<file path="src/rtl/fp_mul_pkg.sv">
// Shared types and width helpers for the sequential floating-point multiplier.
// Default widths describe IEEE-754 single precision.
package fp_mul_pkg;

   typedef enum logic [1:0] {
      IDLE,
      MULT,
      NORM,
      DONE
   } state_t;

   localparam int EXP_WIDTH_DEF  = 8;
   localparam int MANT_WIDTH_DEF = 23;
   localparam int BIAS_DEF       = 127;

   function automatic int prod_width(input int mant_width);
      return 2 * mant_width + 2;
   endfunction

   function automatic int cnt_width(input int mant_width);
      return $clog2(mant_width + 1);
   endfunction

   localparam int PROD_WIDTH_DEF = prod_width(MANT_WIDTH_DEF);
   localparam int CNT_WIDTH_DEF  = cnt_width(MANT_WIDTH_DEF);

endpackage

</file>
<file path="src/rtl/fp_mul_norm.sv">
// Combinational normalisation of the raw mantissa product.
// Selects the mantissa window and bumps the exponent when the product carries into its MSB.
module fp_mul_norm
   import fp_mul_pkg::*;
#(
   parameter int EXP_WIDTH  = EXP_WIDTH_DEF,
   parameter int MANT_WIDTH = MANT_WIDTH_DEF,
   parameter int PW         = prod_width(MANT_WIDTH),
   parameter int EW         = EXP_WIDTH + 2
) (
   input  logic signed [EW-1:0]         exp_in,
   input  logic        [PW-1:0]         prod,
   output logic signed [EW-1:0]         exp_out,
   output logic        [MANT_WIDTH-1:0] mant_out
);

   // The product of two [1,2) mantissas lies in [1,4); the MSB marks the [2,4) case.
   always_comb begin
      exp_out  = exp_in;
      mant_out = prod[PW-3 -: MANT_WIDTH];
      if (prod[PW-1]) begin
         exp_out  = exp_in + EW'(1);
         mant_out = prod[PW-2 -: MANT_WIDTH];
      end
   end

endmodule

</file>
<file path="src/rtl/fp_mul_seq.sv">
// Sequential floating-point multiplier: shift-and-add mantissa product over MANT_WIDTH+1 cycles,
// then normalise, range-check and present the packed result on a valid/ack port.
module fp_mul_seq
   import fp_mul_pkg::*;
#(
   parameter int EXP_WIDTH  = EXP_WIDTH_DEF,
   parameter int MANT_WIDTH = MANT_WIDTH_DEF,
   parameter int BIAS       = BIAS_DEF
) (
   input  logic                              clk,
   input  logic                              rst,
   input  logic                              in_Valid,
   output logic                              out_Ready,
   input  logic [EXP_WIDTH+MANT_WIDTH:0]     in_A,
   input  logic [EXP_WIDTH+MANT_WIDTH:0]     in_B,
   output logic                              out_Valid,
   input  logic                              in_Ack,
   output logic [EXP_WIDTH+MANT_WIDTH:0]     out_Result,
   output logic                              out_Ovf,
   output logic                              out_Unf
);

   localparam int W   = EXP_WIDTH + MANT_WIDTH + 1;
   localparam int EW  = EXP_WIDTH + 2;
   localparam int PW  = prod_width(MANT_WIDTH);
   localparam int CW  = cnt_width(MANT_WIDTH);
   localparam int MW1 = MANT_WIDTH + 1;
   localparam logic signed [EW-1:0] EXP_MAX  = EW'((1 << EXP_WIDTH) - 1);
   localparam logic        [CW-1:0] CNT_LAST = CW'(MANT_WIDTH);

   state_t state, next_state;

   logic        [CW-1:0]         cnt;
   logic        [PW-1:0]         prod;
   logic        [MW1-1:0]        mcand;
   logic        [MW1-1:0]        mplier;
   logic signed [EW-1:0]         exp_sum;
   logic                         sign;
   logic                         inf_in;

   logic        [EXP_WIDTH-1:0]  a_exp, b_exp;
   logic                         capture, zero_in;
   logic signed [EW-1:0]         norm_exp;
   logic        [MANT_WIDTH-1:0] norm_mant;

   assign a_exp     = in_A[W-2 -: EXP_WIDTH];
   assign b_exp     = in_B[W-2 -: EXP_WIDTH];
   assign capture   = in_Valid && (state == IDLE);
   assign zero_in   = (a_exp == '0) || (b_exp == '0);
   assign out_Ready = (state == IDLE);
   assign out_Valid = (state == DONE);

   always_ff @(posedge clk) begin
      if (rst) state <= IDLE;
      else     state <= next_state;
   end

   always_comb begin
      next_state = state;
      case (state)
         IDLE:    if (capture) next_state = zero_in ? DONE : MULT;
         MULT:    if (cnt == CNT_LAST) next_state = NORM;
         NORM:    next_state = DONE;
         DONE:    if (in_Ack) next_state = IDLE;
         default: next_state = IDLE;
      endcase
   end

   fp_mul_norm #(
      .EXP_WIDTH  (EXP_WIDTH),
      .MANT_WIDTH (MANT_WIDTH),
      .PW         (PW),
      .EW         (EW)
   ) u_norm (
      .exp_in   (exp_sum),
      .prod     (prod),
      .exp_out  (norm_exp),
      .mant_out (norm_mant)
   );

   // Denormals flush to zero, so a zero exponent field skips the multiply entirely.
   always_ff @(posedge clk) begin
      if (rst) begin
         cnt        <= '0;
         prod       <= '0;
         mcand      <= '0;
         mplier     <= '0;
         exp_sum    <= '0;
         sign       <= 1'b0;
         inf_in     <= 1'b0;
         out_Result <= '0;
         out_Ovf    <= 1'b0;
         out_Unf    <= 1'b0;
      end else begin
         case (state)
            IDLE: begin
               if (capture) begin
                  sign    <= in_A[W-1] ^ in_B[W-1];
                  exp_sum <= EW'(a_exp) + EW'(b_exp) - EW'(BIAS);
                  inf_in  <= (&a_exp) || (&b_exp);
                  mcand   <= {1'b1, in_A[MANT_WIDTH-1:0]};
                  mplier  <= {1'b1, in_B[MANT_WIDTH-1:0]};
                  prod    <= '0;
                  cnt     <= '0;
                  if (zero_in) begin
                     out_Result <= {in_A[W-1] ^ in_B[W-1], {(W-1){1'b0}}};
                     out_Ovf    <= 1'b0;
                     out_Unf    <= 1'b0;
                  end
               end
            end
            MULT: begin
               if (mplier[0]) prod <= prod + (PW'(mcand) << cnt);
               mplier <= mplier >> 1;
               cnt    <= cnt + CW'(1);
            end
            NORM: begin
               out_Ovf <= 1'b0;
               out_Unf <= 1'b0;
               if (inf_in || (norm_exp >= EXP_MAX)) begin
                  out_Result <= {sign, {EXP_WIDTH{1'b1}}, {MANT_WIDTH{1'b0}}};
                  out_Ovf    <= 1'b1;
               end else if (norm_exp[EW-1] || (norm_exp == '0)) begin
                  out_Result <= {sign, {(W-1){1'b0}}};
                  out_Unf    <= 1'b1;
               end else begin
                  out_Result <= {sign, norm_exp[EXP_WIDTH-1:0], norm_mant};
               end
            end
            default: ;
         endcase
      end
   end

endmodule
</file>
<file path="config.mk">
export PLATFORM = sky130hd
export DESIGN_NAME = fp_mul_seq
export DESIGN_NICKNAME = d
export VERILOG_FILES = /design/src/rtl/fp_mul_pkg.sv /design/src/rtl/fp_mul_norm.sv /design/src/rtl/fp_mul_seq.sv
export SDC_FILE = /design/constraint.sdc
export NUM_CORES = 1
export LEC_CHECK = 0
export ABC_AREA = 1
export CAP_MARGIN = 10
export CORE_MARGIN = 1
export CORE_UTILIZATION = 30
export DETAILED_ROUTE_END_ITERATION = 16
export DONT_BUFFER_PORTS = 1
export SLEW_MARGIN = 20
export SYNTH_ARGS = -nofsm -noshare
export SYNTH_HDL_FRONTEND = slang
export SYNTH_SLANG_ARGS = --single-unit
</file>
<file path="constraint.sdc">
create_clock -name clk -period 5.15 [get_ports clk]
set_input_delay 1.03 -clock clk [delete_from_list [all_inputs] [get_ports clk]]
set_output_delay 1.03 -clock clk [all_outputs]
set_load 0.005 [all_outputs]
</file>
# --- Word level (Yosys, flattened, before mapping) ---
# Cells that the tools add are included.
word_totals:
  output_inout_bits: 36
  register_bits: 149
  word_cells: 72
  inputBits: 68
classes:
  n_shift: 1
  n_reduce_logical: 18
  n_addsub: 5
  muxes: 26
  eq_ne: 9
  n_lt_le_gt_ge: 1
  bitwise_logic: 1
op_table:
  columns: ["op", "n"]
  rows:
  - ["48-bit 2-to-1 mux", 2]
  - ["48-bit case mux with 2 select lines", 1]
  - ["32-bit 2-to-1 mux", 2]
  - ["32-bit case mux with 2 select lines", 1]
  - ["31-bit 2-to-1 mux", 2]
  - ["48-bit adder", 1]
  - ["24-bit case mux with 2 select lines", 1]
  - ["24-bit by 5-bit left shift with 48-bit output", 1]
  - ["24-bit 2-to-1 mux", 1]
  - ["23-bit 2-to-1 mux", 1]
  - ["8-bit logical NOT", 2]
  - ["8-bit AND reduction", 2]
  - ["10-bit by 2-bit adder with 10-bit output (second input constant)", 1]
  - ["10-bit by 9-bit >= comparator with 1-bit output (second input constant)", 1]
  - ["10-bit logical NOT", 1]
  - ["10-bit 2-to-1 mux", 1]
  - ["5-bit case mux with 2 select lines", 1]
  - ["9-bit by 7-bit subtractor with 10-bit output (second input constant)", 1]
  - ["8-bit by 8-bit adder with 9-bit output", 1]
  - ["3-bit AND reduction", 3]
  - ["2-bit 2-to-1 mux", 4]
  - ["2-bit case mux with 4 select lines", 1]
  - ["2-bit by 1-bit != test with 1-bit output (second input constant)", 3]
  - ["5-bit by 1-bit adder with 5-bit output (second input constant)", 1]
  - ["other kinds (13)", 25]

# --- Longest topological paths before layout ---
# Gate-level depths: netlist (run 1).
depth:
  depth_word: 7
  depth_mapped: 26
  mapped_depth_nobuf: 25

# --- Hierarchy ---
# From an unflattened synthesis (run 1), not the netlist that was laid out.
hier_totals:
  hier_cells: 2035
  area_unflattened_um2: 11994.0
modules_own_cells:
  columns: ["mod", "seq_area_each_um2", "n_inst", "cells_per_inst", "area_per_inst_um2"]
  rows:
  - ["fp_mul_seq", 2982.9, 1, 1937, 11472.3]
  - ["fp_mul_norm", 0.0, 1, 98, 521.8]

# --- Worst setup path after synthesis (run 1) ---
# Ideal clock, no wire load.
synth_path:
  path_kind: "reg-to-reg"
  startpoint: "register cnt[1]"
  endpoint: "register prod[43]"
  path_stages_with_launch: 21
  setup_time_ps: 132
  t_required_ps: 5018
  arrival_time_ps: 2738
  period_less_slack_ps: 2870
  n_path_buf: 2
  path_slack_ps: 2280
  cell_sequence: "dfxtp_1 -> inv_1 -> buf_2 -> clkbuf_1 -> nand3_1 -> o21ai_0 -> o21ai_0 -> o21ai_0 -> nor2_1 -> ha_1 -> nand2_1 -> nor2_1 -> inv_1 -> nor2_1 -> inv_1 -> nor3_1 -> nand2_1 -> nand3_1 -> nand2_1 -> nand3_1 -> a21oi_1"
synth_via:
  elab_chain_cells: 4
synth_lines:
  columns: ["item", "line", "text"]
  rows:
  - ["from (decl)", "fp_mul_seq.sv:33", "logic [CW-1:0] cnt;"]
  - ["from (signal assigned)", "fp_mul_seq.sv:115", "cnt <= cnt + CW'(1);"]
  - ["24-bit by 5-bit left shift with 48-bit output", "fp_mul_seq.sv:113", "if (mplier[0]) prod <= prod + (PW'(mcand) << cnt);"]
  - ["48-bit adder", "fp_mul_seq.sv:113", null]
  - ["48-bit 2-to-1 mux", "fp_mul_seq.sv:113", null]
  - ["48-bit case mux with 2 select lines", "fp_mul_seq.sv:95", "case (state)"]
  - ["to (signal assigned)", "fp_mul_seq.sv:113", null]
  - ["to (decl)", "fp_mul_seq.sv:34", "logic [PW-1:0] prod;"]
# No other way between the ends. The select of a mux whose other input is x is not followed.
# A chain may end at the register's enable or synchronous reset.

# --- Final worst setup path (run 1) ---
layout_path:
  startpoint: "register cnt[1]"
  endpoint: "register prod[37]"
# The elaborated chain is that of the path after synthesis.

==> metrics.txt, run 1 <==
# TYPE chip_impl_metric gauge
chip_impl_info{name="run_status",value="finished clean"} 1
chip_impl_metric{name="synth-seq-area-share",unit=""} 0.2512
chip_impl_metric{name="num_rows",unit=""} 72
chip_impl_metric{name="antennaDiodeCount",unit=""} 0
chip_impl_metric{name="synth-warning-count",unit=""} 0
chip_impl_info{name="rsz_0062_raised_after_global_routing",value="false"} 1
chip_impl_metric{name="routed_wl",unit="um"} 40810
chip_impl_metric{name="max-cap-violations",unit=""} 0
chip_impl_metric{name="synth_edf_count",unit=""} 0
chip_impl_metric{name="pwr-share-seq",unit=""} 0.315
chip_impl_metric{name="cts-buffers-inserted",unit=""} 17
chip_impl_info{name="synthFlopType",value="sky130_fd_sc_hd__dfxtp_1"} 1
chip_impl_metric{name="final_antenna_net_count",unit=""} 0
chip_impl_metric{name="final_period_minus_worst_setup_slack",unit="ps"} 4070
chip_impl_metric{name="globalRouteOverflowTotal",unit=""} 0
chip_impl_metric{name="grt_start_max_net_pins",unit=""} 88
chip_impl_metric{name="pin_count",unit=""} 104
chip_impl_info{name="cp-end-kind",value="flip-flop"} 1
chip_impl_metric{name="post_layout_utilization_of_the_core",unit=""} 0.3318
chip_impl_metric{name="avgSynthCellArea",unit="um^2"} 5.960
chip_impl_metric{name="leakage",unit="uW"} 0.005893
chip_impl_metric{name="detail_route.drc_violations",unit=""} 0
chip_impl_metric{name="grt_first_pass_wirelength",unit="um"} 65130
chip_impl_info{name="root_buffer_cell",value="sky130_fd_sc_hd__clkbuf_16"} 1
chip_impl_metric{name="final_min_period_over_clock_period",unit=""} 0.7904
chip_impl_metric{name="ctsLongestPathBuffers",unit=""} 2
chip_impl_metric{name="synthCells",unit=""} 1992
chip_impl_metric{name="fin_total_pwr",unit="uW"} 4750
chip_impl_metric{name="floorplan.core_area",unit="mm^2"} 0.03883
chip_impl_info{name="setup.worst_path.start_class",value="flip-flop"} 1
chip_impl_metric{name="comb_pwr_share",unit=""} 0.412
chip_impl_metric{name="max-slew-margin-rel",unit=""} 0.3274
chip_impl_metric{name="antenna_found_initial",unit=""} 1
chip_impl_metric{name="io_buffer_count",unit=""} 0
chip_impl_metric{name="met2_usage",unit=""} 0.3312
chip_impl_metric{name="worstPathRequired",unit="ps"} 5540
chip_impl_info{name="cts_tree",value="built"} 1
chip_impl_metric{name="synth_cell_type_count",unit=""} 49
chip_impl_metric{name="setup-tns-final",unit="ps"} 0
chip_impl_metric{name="worst-endpoint-arrival",unit="ps"} 4460
chip_impl_metric{name="proportion_of_power_drawn_by_the_clock_network",unit=""} 0.272
chip_impl_metric{name="synth.ff_latch_count",unit=""} 149
chip_impl_metric{name="drive_above_1_share",unit=""} 0.04301
chip_impl_metric{name="async_reset_ff_frac",unit=""} 0
chip_impl_metric{name="cts.htree.levels",unit=""} 4
chip_impl_info{name="synth_area_leaders",value="sky130_fd_sc_hd__dfxtp_1, sky130_fd_sc_hd__nand2_1, sky130_fd_sc_hd__o21ai_0"} 1
chip_impl_metric{name="timing.final.setup_violations",unit=""} 0
chip_impl_metric{name="detailed_route_iter0_violations",unit=""} 887
chip_impl_metric{name="switching_share",unit=""} 0.4570
chip_impl_metric{name="route.detailed.wl_per_inst",unit="um"} 16.52
chip_impl_info{name="post-synth-top-area-cell",value="sky130_fd_sc_hd__dfxtp_1"} 1
chip_impl_metric{name="chipHeight",unit="um"} 200.9
chip_impl_metric{name="achievable-frequency",unit="MHz"} 245.7
chip_impl_metric{name="worst_ir_drop_vdd",unit="uV"} 306.0
chip_impl_metric{name="timing.critical_path.fanout_max",unit=""} 29
chip_impl_metric{name="dieArea",unit="mm^2"} 0.04037
chip_impl_metric{name="met3_usage",unit=""} 0.04156
chip_impl_metric{name="cts_sinks",unit=""} 149
chip_impl_metric{name="timing_hold_violations_final",unit=""} 0
chip_impl_metric{name="int_pwr",unit="uW"} 2579
chip_impl_metric{name="postSynthNetCount",unit=""} 2130
chip_impl_metric{name="finalMaxSlewViolations",unit=""} 0
chip_impl_metric{name="pwr_dens",unit="mW/mm^2"} 368.7
chip_impl_metric{name="track_usage",unit=""} 0.2031
chip_impl_metric{name="dpl.hpwl",unit="um"} 31960
chip_impl_metric{name="avgViaCountPerCell",unit=""} 5.157
chip_impl_metric{name="worstSkewPairLatency",unit="ps"} 460
chip_impl_metric{name="worst_pin_slew",unit="ps"} 1008
chip_impl_metric{name="clk_transition_reported_paths",unit="ps"} 80
chip_impl_metric{name="switching_power_summed_over_all_nets",unit="uW"} 2171
chip_impl_metric{name="syn-cell-area",unit="mm^2"} 0.01187
chip_impl_metric{name="yosys.area.top_type_share",unit=""} 0.2512
chip_impl_info{name="grt_most_used_layer",value="met2"} 1
chip_impl_metric{name="vias_in_the_first_global_route",unit=""} 11990
chip_impl_metric{name="timing.clock.skew",unit="ps"} 18.17
chip_impl_metric{name="vias",unit=""} 12740
chip_impl_metric{name="cts_setup_buffers",unit=""} 0
chip_impl_metric{name="cts_hold_buffers",unit=""} 0
chip_impl_metric{name="die_w",unit="um"} 200.9
chip_impl_info{name="cp_class",value="flip-flop to flip-flop"} 1
chip_impl_metric{name="drt_first_pass_iters",unit=""} 7
chip_impl_metric{name="initial_utilization",unit=""} 0.3058
chip_impl_metric{name="use_met1",unit=""} 0.2693
chip_impl_metric{name="gp_congestion",unit=""} 1.050
chip_impl_metric{name="cts_repair_resize_count",unit=""} 0
chip_impl_info{name="hold_crit_class",value="flip-flop to flip-flop"} 1
chip_impl_metric{name="final_nets",unit=""} 2078
chip_impl_metric{name="synthToLayoutAreaGrowth",unit="%"} 8.505
## registers in the layout, indices dropped and copies added, names as in the netlist
name        count
state           2
prod           48
cnt             5
sign            1
out_Result     32
inf_in          1
exp_sum        10
mcand          24
out_Ovf         1
mplier         24
out_Unf         1
## stage by stage
| stage | cells | setup WS (ps) | hold WS, ps | instance area, um^2 |
|---|---|---|---|---|
| 2_1_floorplan | 1992 | 2280 | 447.5 | 11870 |
| 3_3_place_gp | 2438 | 1107 | 452.5 | 12250 |
| 3_5_place_dp | 2438 | 1166 | 457.7 | 12250 |
| 4_1_cts | 2470 | 1137 | 467.9 | 12850 |
| 5_1_grt | 2471 | 809.4 | 488.2 | 12880 |
| 6_report | 2471 | 1080 | 472.9 | 12880 |
## power groups by stage
| stage | sequential (uW) | combinational [uW] | clock, uW |
|---|---|---|---|
| CTS | 1500 | 1920 | 1310 |
| global placement | 1510 | 1890 | 0 |
| finish | 1500 | 1960 | 1290 |
| floorplan | 1480 | 1470 | 0 |
| global route | 1520 | 2210 | 1370 |
| detailed placement | 1520 | 1910 | 0 |
## layout make-up
| type | count | area [um^2] |
|---|---|---|
| Multi-Input combinational cell | 1526 | 7651 |
| Clock buffer | 17 | 425.4 |
| Tap cell | 518 | 648.1 |
| Sequential cell | 149 | 2983 |
| Inverter | 231 | 869.6 |
| Fill cell | 4357 | 25940 |
| Clock inverter | 15 | 172.7 |
| Timing Repair Buffer | 15 | 132.6 |
## cells in the mapped netlist, drive strengths merged, types with 3 or more instances
cell type and count:
nand2 582, inv 230, o21ai 203, nor2 188
a21oi 174, dfxtp 149, nand3 120, ha 68
nand4 64, clkbuf 55, buf 31, a31oi 25
nor3 23, mux2i 21, or2 12, o21bai 7
o22ai 6, xor2 5, nand3b 4, nor4 4
a211oi 3, and2 3
## final timing paths
path                              start        to  slack (ps)  depth (start not counted)
worst max register to register   cnt[1]  prod[37]        1080                         16
worst max-delay path             cnt[1]  prod[37]        1080                         16
worst min register to register  prod[0]   prod[0]         470                          2
worst min-delay path            prod[0]   prod[0]         470                          2
## critical path, cell delays in order, from the launching register on
cell                       delay, ps
sky130_fd_sc_hd__dfxtp_1         300
sky130_fd_sc_hd__buf_4           200
sky130_fd_sc_hd__inv_1           540
sky130_fd_sc_hd__o21ai_0         240
sky130_fd_sc_hd__mux2i_1         310
sky130_fd_sc_hd__mux2i_1         200
sky130_fd_sc_hd__o22ai_1         430
sky130_fd_sc_hd__ha_1            380
sky130_fd_sc_hd__inv_1            90
sky130_fd_sc_hd__o21ai_0         170
sky130_fd_sc_hd__a21oi_1         260
sky130_fd_sc_hd__o21bai_1        200
sky130_fd_sc_hd__a21oi_1         230
sky130_fd_sc_hd__nand3_1         100
sky130_fd_sc_hd__nand2_1          70
sky130_fd_sc_hd__nand3_1         140
sky130_fd_sc_hd__a21oi_1         150
## routing by layer
metal | part of all wire | routed length (um)
met3 | 0.059 | 2427
met4 | 0.019 | 787
met1 | 0.47 | 19140
met2 | 0.45 | 18460
met5 | 0 | 0
## cells by family (layout without fill, tap and decap cells)
family,after synthesis,count (layout),synth area share
buf+inv,317,278,0.1056
fa+ha+maj,70,70,0.07503
flops,149,149,0.2512
compound gates,427,427,0.1887
simple gates,1001,1001,0.3559
mux,21,21,0.01770
xor+xnor,7,7,0.005797
## layout by cell type, fill, tap and decap left out, types with 2 or more instances in the layout
cell type	count
sky130_fd_sc_hd__nand2_1	576
sky130_fd_sc_hd__inv_1	222
sky130_fd_sc_hd__o21ai_0	191
sky130_fd_sc_hd__nor2_1	182
sky130_fd_sc_hd__a21oi_1	174
sky130_fd_sc_hd__dfxtp_1	149
sky130_fd_sc_hd__nand3_1	118
sky130_fd_sc_hd__ha_1	68
sky130_fd_sc_hd__nand4_1	63
sky130_fd_sc_hd__a31oi_1	25
sky130_fd_sc_hd__nor3_1	23
sky130_fd_sc_hd__mux2i_1	21
sky130_fd_sc_hd__clkbuf_16	17
sky130_fd_sc_hd__buf_4	14
sky130_fd_sc_hd__or2_2	11
sky130_fd_sc_hd__o21ai_1	10
sky130_fd_sc_hd__inv_2	7
sky130_fd_sc_hd__o21bai_1	7
sky130_fd_sc_hd__o22ai_1	6
sky130_fd_sc_hd__nor2_2	6
sky130_fd_sc_hd__inv_8	5
sky130_fd_sc_hd__inv_6	5
sky130_fd_sc_hd__xor2_1	4
sky130_fd_sc_hd__nor4_1	4
sky130_fd_sc_hd__nand3b_1	4
sky130_fd_sc_hd__clkinv_8	4
sky130_fd_sc_hd__nand2_2	3
sky130_fd_sc_hd__nand2_4	3
sky130_fd_sc_hd__a211oi_1	3
sky130_fd_sc_hd__o21ai_4	2
sky130_fd_sc_hd__xnor2_1	2
sky130_fd_sc_hd__nand3_2	2
sky130_fd_sc_hd__a21o_1	2
sky130_fd_sc_hd__and2_1	2
sky130_fd_sc_hd__o211ai_1	2
sky130_fd_sc_hd__fa_1	2
Note: power is estimated with default switching activity, not from simulation.
==> inputs of run 2 (changes only) <==
==> constraint.sdc (replaced) <==
create_clock -name clk -period 3.5 [get_ports clk]
set_input_delay 0.7 -clock clk [delete_from_list [all_inputs] [get_ports clk]]
set_output_delay 0.7 -clock clk [all_outputs]
set_load 0.005 [all_outputs]
==> metrics.txt, run 2 (same netlist as run 1, synthesis figures left out) <==
# TYPE chip_impl_metric gauge
chip_impl_info{name="run_status",value="finished clean"} 1
chip_impl_info{name="cp-end-kind",value="flip-flop"} 1
chip_impl_metric{name="pin_count",unit=""} 104
chip_impl_metric{name="final_nets",unit=""} 2153
chip_impl_metric{name="dpl.hpwl",unit="um"} 32020
chip_impl_metric{name="final_antenna_net_count",unit=""} 0
chip_impl_metric{name="die_w",unit="um"} 200.9
chip_impl_metric{name="synthToLayoutAreaGrowth",unit="%"} 16.33
chip_impl_metric{name="fillerInstances",unit=""} 4229
chip_impl_metric{name="worstPathRequired",unit="ps"} 3840
chip_impl_metric{name="grt_first_pass_wirelength",unit="um"} 64740
chip_impl_metric{name="worstSkewPairLatency",unit="ps"} 450
chip_impl_metric{name="dieArea",unit="mm^2"} 0.04037
chip_impl_metric{name="num_rows",unit=""} 72
chip_impl_metric{name="route.detailed.wl_per_inst",unit="um"} 16.03
chip_impl_metric{name="timing.critical_path.fanout_max",unit=""} 11
chip_impl_metric{name="worst_pin_slew",unit="ps"} 648.0
chip_impl_metric{name="gp_congestion",unit=""} 0.9982
chip_impl_metric{name="clk_transition_reported_paths",unit="ps"} 70
chip_impl_metric{name="grt_start_max_net_pins",unit=""} 88
chip_impl_metric{name="cts_hold_buffers",unit=""} 0
chip_impl_metric{name="timing.final.setup_violations",unit=""} 0
chip_impl_metric{name="achievable-frequency",unit="MHz"} 301.1
chip_impl_metric{name="timing.clock.skew",unit="ps"} 10.46
chip_impl_info{name="hold_crit_class",value="primary input to flip-flop"} 1
chip_impl_metric{name="antennaDiodeCount",unit=""} 0
chip_impl_metric{name="antenna_found_initial",unit=""} 1
chip_impl_metric{name="track_usage",unit=""} 0.2004
chip_impl_info{name="timing.critical_path.slowest_stage_cell",value="sky130_fd_sc_hd__ha_2"} 1
chip_impl_metric{name="layoutNonFillerInstCount",unit=""} 2546
chip_impl_metric{name="setup-tns-final",unit="ps"} 0
chip_impl_metric{name="detailed_route_iter0_violations",unit=""} 910
chip_impl_metric{name="largest_reg_flops",unit=""} 48
chip_impl_metric{name="vias_in_the_first_global_route",unit=""} 12040
chip_impl_metric{name="io_buffer_count",unit=""} 0
chip_impl_info{name="biggestRegsByFlops",value="prod x48, out_Result x32"} 1
chip_impl_metric{name="worst_ir_drop_vdd",unit="uV"} 364.4
chip_impl_metric{name="floorplan.core_area",unit="mm^2"} 0.03883
chip_impl_metric{name="numPlacedInstances",unit=""} 2505
chip_impl_metric{name="routed_wl",unit="um"} 40800
chip_impl_metric{name="initial_utilization",unit=""} 0.3058
chip_impl_info{name="cts_tree",value="built"} 1
chip_impl_metric{name="cts.htree.levels",unit=""} 4
chip_impl_info{name="timing.critical_path.mode_cell",value="sky130_fd_sc_hd__nand2_1"} 1
chip_impl_info{name="final_cell_mix",value="sky130_fd_sc_hd__nand2_1, sky130_fd_sc_hd__inv_1, sky130_fd_sc_hd__a21oi_1"} 1
chip_impl_metric{name="worst-endpoint-arrival",unit="ps"} 3660
chip_impl_metric{name="leakage",unit="uW"} 0.006272
chip_impl_metric{name="max-slew-margin-rel",unit=""} 0.5675
chip_impl_metric{name="cts-buffers-inserted",unit=""} 17
chip_impl_info{name="mostFrequentLayoutCell",value="sky130_fd_sc_hd__nand2_1"} 1
chip_impl_metric{name="cpPeakStageDelay",unit="ps"} 430
chip_impl_info{name="rsz_0062_raised_after_global_routing",value="true"} 1
chip_impl_metric{name="drt_first_pass_iters",unit=""} 6
chip_impl_metric{name="final_min_period_over_clock_period",unit=""} 0.9488
chip_impl_metric{name="avgViaCountPerCell",unit=""} 5.122
chip_impl_metric{name="timing_hold_violations_final",unit=""} 0
chip_impl_info{name="setup.worst_path.start_class",value="flip-flop"} 1
chip_impl_metric{name="cts_sinks",unit=""} 149
chip_impl_metric{name="globalRouteOverflowTotal",unit=""} 0
chip_impl_info{name="cp_class",value="flip-flop to flip-flop"} 1
chip_impl_metric{name="vias",unit=""} 13040
chip_impl_info{name="timing.critical_path.cells",value="buf_4, or2_2, o21ai_1, nand2_1, nand3_1, o21ai_1, mux2i_1, buf_4, o22ai_2, ha_2, nand2_1, inv_1, nand3_1, nor2_2, nand2_1, nor2_1, nand2_1, nand3_1, nand2_1, nand3_1, a21oi_1"} 1
chip_impl_metric{name="area.sequential",unit="mm^2"} 0.002984
chip_impl_metric{name="max-cap-violations",unit=""} 0
chip_impl_metric{name="ctsLongestPathBuffers",unit=""} 2
chip_impl_metric{name="drive_above_1_share",unit=""} 0.1208
chip_impl_metric{name="final_period_minus_worst_setup_slack",unit="ps"} 3321
chip_impl_metric{name="finalMaxSlewViolations",unit=""} 0
chip_impl_metric{name="detail_route.drc_violations",unit=""} 0
chip_impl_metric{name="chipHeight",unit="um"} 200.9
chip_impl_info{name="top_register",value="prod"} 1
chip_impl_metric{name="cp_num_buf_inv",unit=""} 3
chip_impl_metric{name="pwr_dens",unit="mW/mm^2"} 540.4
chip_impl_info{name="root_buffer_cell",value="sky130_fd_sc_hd__clkbuf_16"} 1
chip_impl_info{name="crit_family",value="simple AND/OR/NAND/NOR gates"} 1
chip_impl_metric{name="multi_input_comb_area",unit="mm^2"} 0.007996
run 2: cell types whose count changed in the layout (fill, tap and decap cells not counted), sizes merged:
| cell | change |
|---|---|
| buf | +75 |
| inv | -5 |
| bufinv | +3 |
| clkbuf | +2 |
| clkinv | -2 |
| clkinvlp | +2 |
run 2: path summary, 6_finish.rpt:
| check | slack [ps] | to | start | depth (start not counted) |
|---|---|---|---|---|
| worst min register to register | 470 | mplier[2] | mplier[3] | 2 |
| worst max-delay path | 180 | prod[46] | cnt[0] | 21 |
| worst max register to register | 180 | prod[46] | cnt[0] | 21 |
| worst min-delay path | 310 | out_Ovf | rst | 1 |
run 2: power breakdown:
group / leakage, uW / switching [uW] / total, uW / internal [uW]
Clock: 0.000287 / 864 / 2000 / 1140
Sequential: 0.00122 / 214 / 2210 / 1990
Combinational: 0.00477 / 2180 / 3260 / 1080
run 2: per-layer routing:
metal,global-route usage,share of wire,wire length [um]
met5,0,0.00032,13
met4,0.06461,0.026,1079
met3,0.03409,0.062,2518
met1,0.2640,0.46,18620
met2,0.3304,0.46,18570
run 2: per-stage QoR:
stage / worst slack (ps) / hold slack (ps) / utilization / total power [uW] / instance area [um^2]
floorplan: 630.1 / 447.5 / - / 4335 / 11870
global placement: -65.49 / 450.8 / 0.3291 / 5227 / 12780
detailed placement: -40.93 / 456.9 / 0.3291 / 5272 / 12780
CTS: 6.037 / 303.8 / 0.3449 / 7289 / 13390
global route: -23.34 / 297.9 / 0.3557 / 7976 / 13810
finish: 179.2 / 309.4 / 0.3557 / 7464 / 13810
run 2: what timing repair did:
action	4_1_cts	5_1_grt
hold endpoints to repair	0	0
endpoints found under the setup margin	5	38
pin swaps	0	11
resized for setup	2	152
buffers inserted	1	8
run 2: cell type report:
class,instances,area share
Clock buffer,19,0.03134
Clock inverter,13,0.01250
Inverter,231,0.06296
Multi-Input combinational cell,1526,0.5789
Sequential cell,149,0.2161
Tap cell,518,0.04692
Timing Repair Buffer,90,0.05127
==> patch, RTL diff (config.mk and constraints of run 2) <==
`EXP_WIDTH_DEF`: 8 -> 6.
--- a/src/rtl/fp_mul_pkg.sv
+++ b/src/rtl/fp_mul_pkg.sv
@@ -10,5 +10,5 @@
    } state_t;
 
-   localparam int EXP_WIDTH_DEF  = 8;
+   localparam int EXP_WIDTH_DEF  = 6;
    localparam int MANT_WIDTH_DEF = 23;
    localparam int BIAS_DEF       = 127;
Ports: changed (resized in_A, in_B and out_Result); port bits go from 104 to 98. No check against the original RTL was run, so the function may have changed too.
==> patch against run 2 <==
- first-iteration DRC count fell by 9.9%
- sequential share of layout area decreased by 0.58 points
- sequential power decreased by 3%
- largest power group unchanged
- area after synthesis shrank 3.4%
- hold slack better by 0.022 ns
- power shrank 3.1%
- wire length is 0.47% higher
- sequential cell count fell by 5
- via count fell by 1.6%
- cell area decreased by 0.62%
- highest routed layer is now met4
- worst setup slack worse by 0.034 ns
- non-clock buffer count grew 35
==> patch: results (changes against run 2) <==
Top Registers=prod x48, out_Result x30; Setup WS pre-CTS=-0.337 ns (-0.296 ns); Hold WS=0.331 ns (+0.0218 ns); register area=2890 um^2 (-3.3%); first-pass GRT wire length=63.4 mm (-2.0%); non-filler cells in the finished layout=2567 (+0.82%); inverters=233 (+0.87%); Hold Path End=out_Result[27]$_SDFFE_PP0P_; clk cell area share=4.17% (-0.22 points); non-clk buf share=7.24% (+2.1 points); min Tclk post-route=3.36 ns (+0.0345 ns); overall power=7.24 mW (-3.1%); largest net degree at the start of global routing=89 (+1.1%); # nets final=2171 (+0.84%); Worst Path Max Fanout=15 (+4); Comb. pwr=3.20 mW (-2%); multi-input gates=1525 (-0.066%); Slew headroom=55.2% (-1.5 points); multi-input logic area=7760 um^2 (-3.0%); Unique masters post-synth=40 (-18%); Adder-Cell Fraction of Synth Area=6.79% (-0.72 points); layout cell share with drive strength beyond 1=14.0% (+1.9 points); xor and xnor area share after synthesis=0.535% (-0.045 points); Resize count post-CTS=25 (+23); clock power share=26.1% (-0.7 points); Non-clock buffers=125 (+39%); Worst EP arrival=3.69 ns (+0.03 ns); DR vias=12800 (-1.6%); vias in the first global route=12000 (-0.41%); DP Area=12600 um^2 (-1.3%); Post-synth top cells=nand2_1 (680), inv_1 (227), nor2_1 (196); initial DRC count=820 (-9.9%); sequential cell area share=21.0% (-0.58 points); syn_nets=2112 (-0.85%); sw power=3.10 mW (-4.7%); Leakage=6.38 nW (+1.7%); Layout area overhead=19.7%; multiplexer area fraction after synthesis=1.05% (-0.72 points); average size of a mapped cell=5.77 um^2 (-3.2%); R2R setup slack=0.14 ns (-0.03 ns); outcome=finished, final reports clean; total wire length=41.0 mm (+0.47%)
[patch: logic make-up after synthesis]
family                     Yosys count
adders and majority gates           61
xor gates and xnor gates             7
DFF                                144
buffers and inverters              318
AOI/OAI and AO/OA                  362
muxes                               12
and+or+nand+nor                   1083
[patch: routing by layer]
layer  GRT usage, %  vias up  wire (um)
met2           33.3      387      18200
li1               -     6544          -
met3           5.26       74       2790
met4           8.73        0       1350
met1           26.9     5823      18700
met5              0        -          0
[patch: worst max-delay path: stages (launching register included)]
cell and delay (ns):
dfxtp_4 0.37, buf_12 0.15, nand2_1 0.06, nand2_1 0.07, o21ai_0 0.21, nor2_1 0.07
a31oi_1 0.23, nand2_1 0.07, o21ai_1 0.16, o22ai_1 0.21, ha_1 0.43, nand2_1 0.13
nor2_1 0.13, buf_4 0.15, nand2_1 0.11, nor3_1 0.23, nand2_2 0.14, nand2_1 0.09
nand2_1 0.07, nand3_2 0.09, a21oi_1 0.06
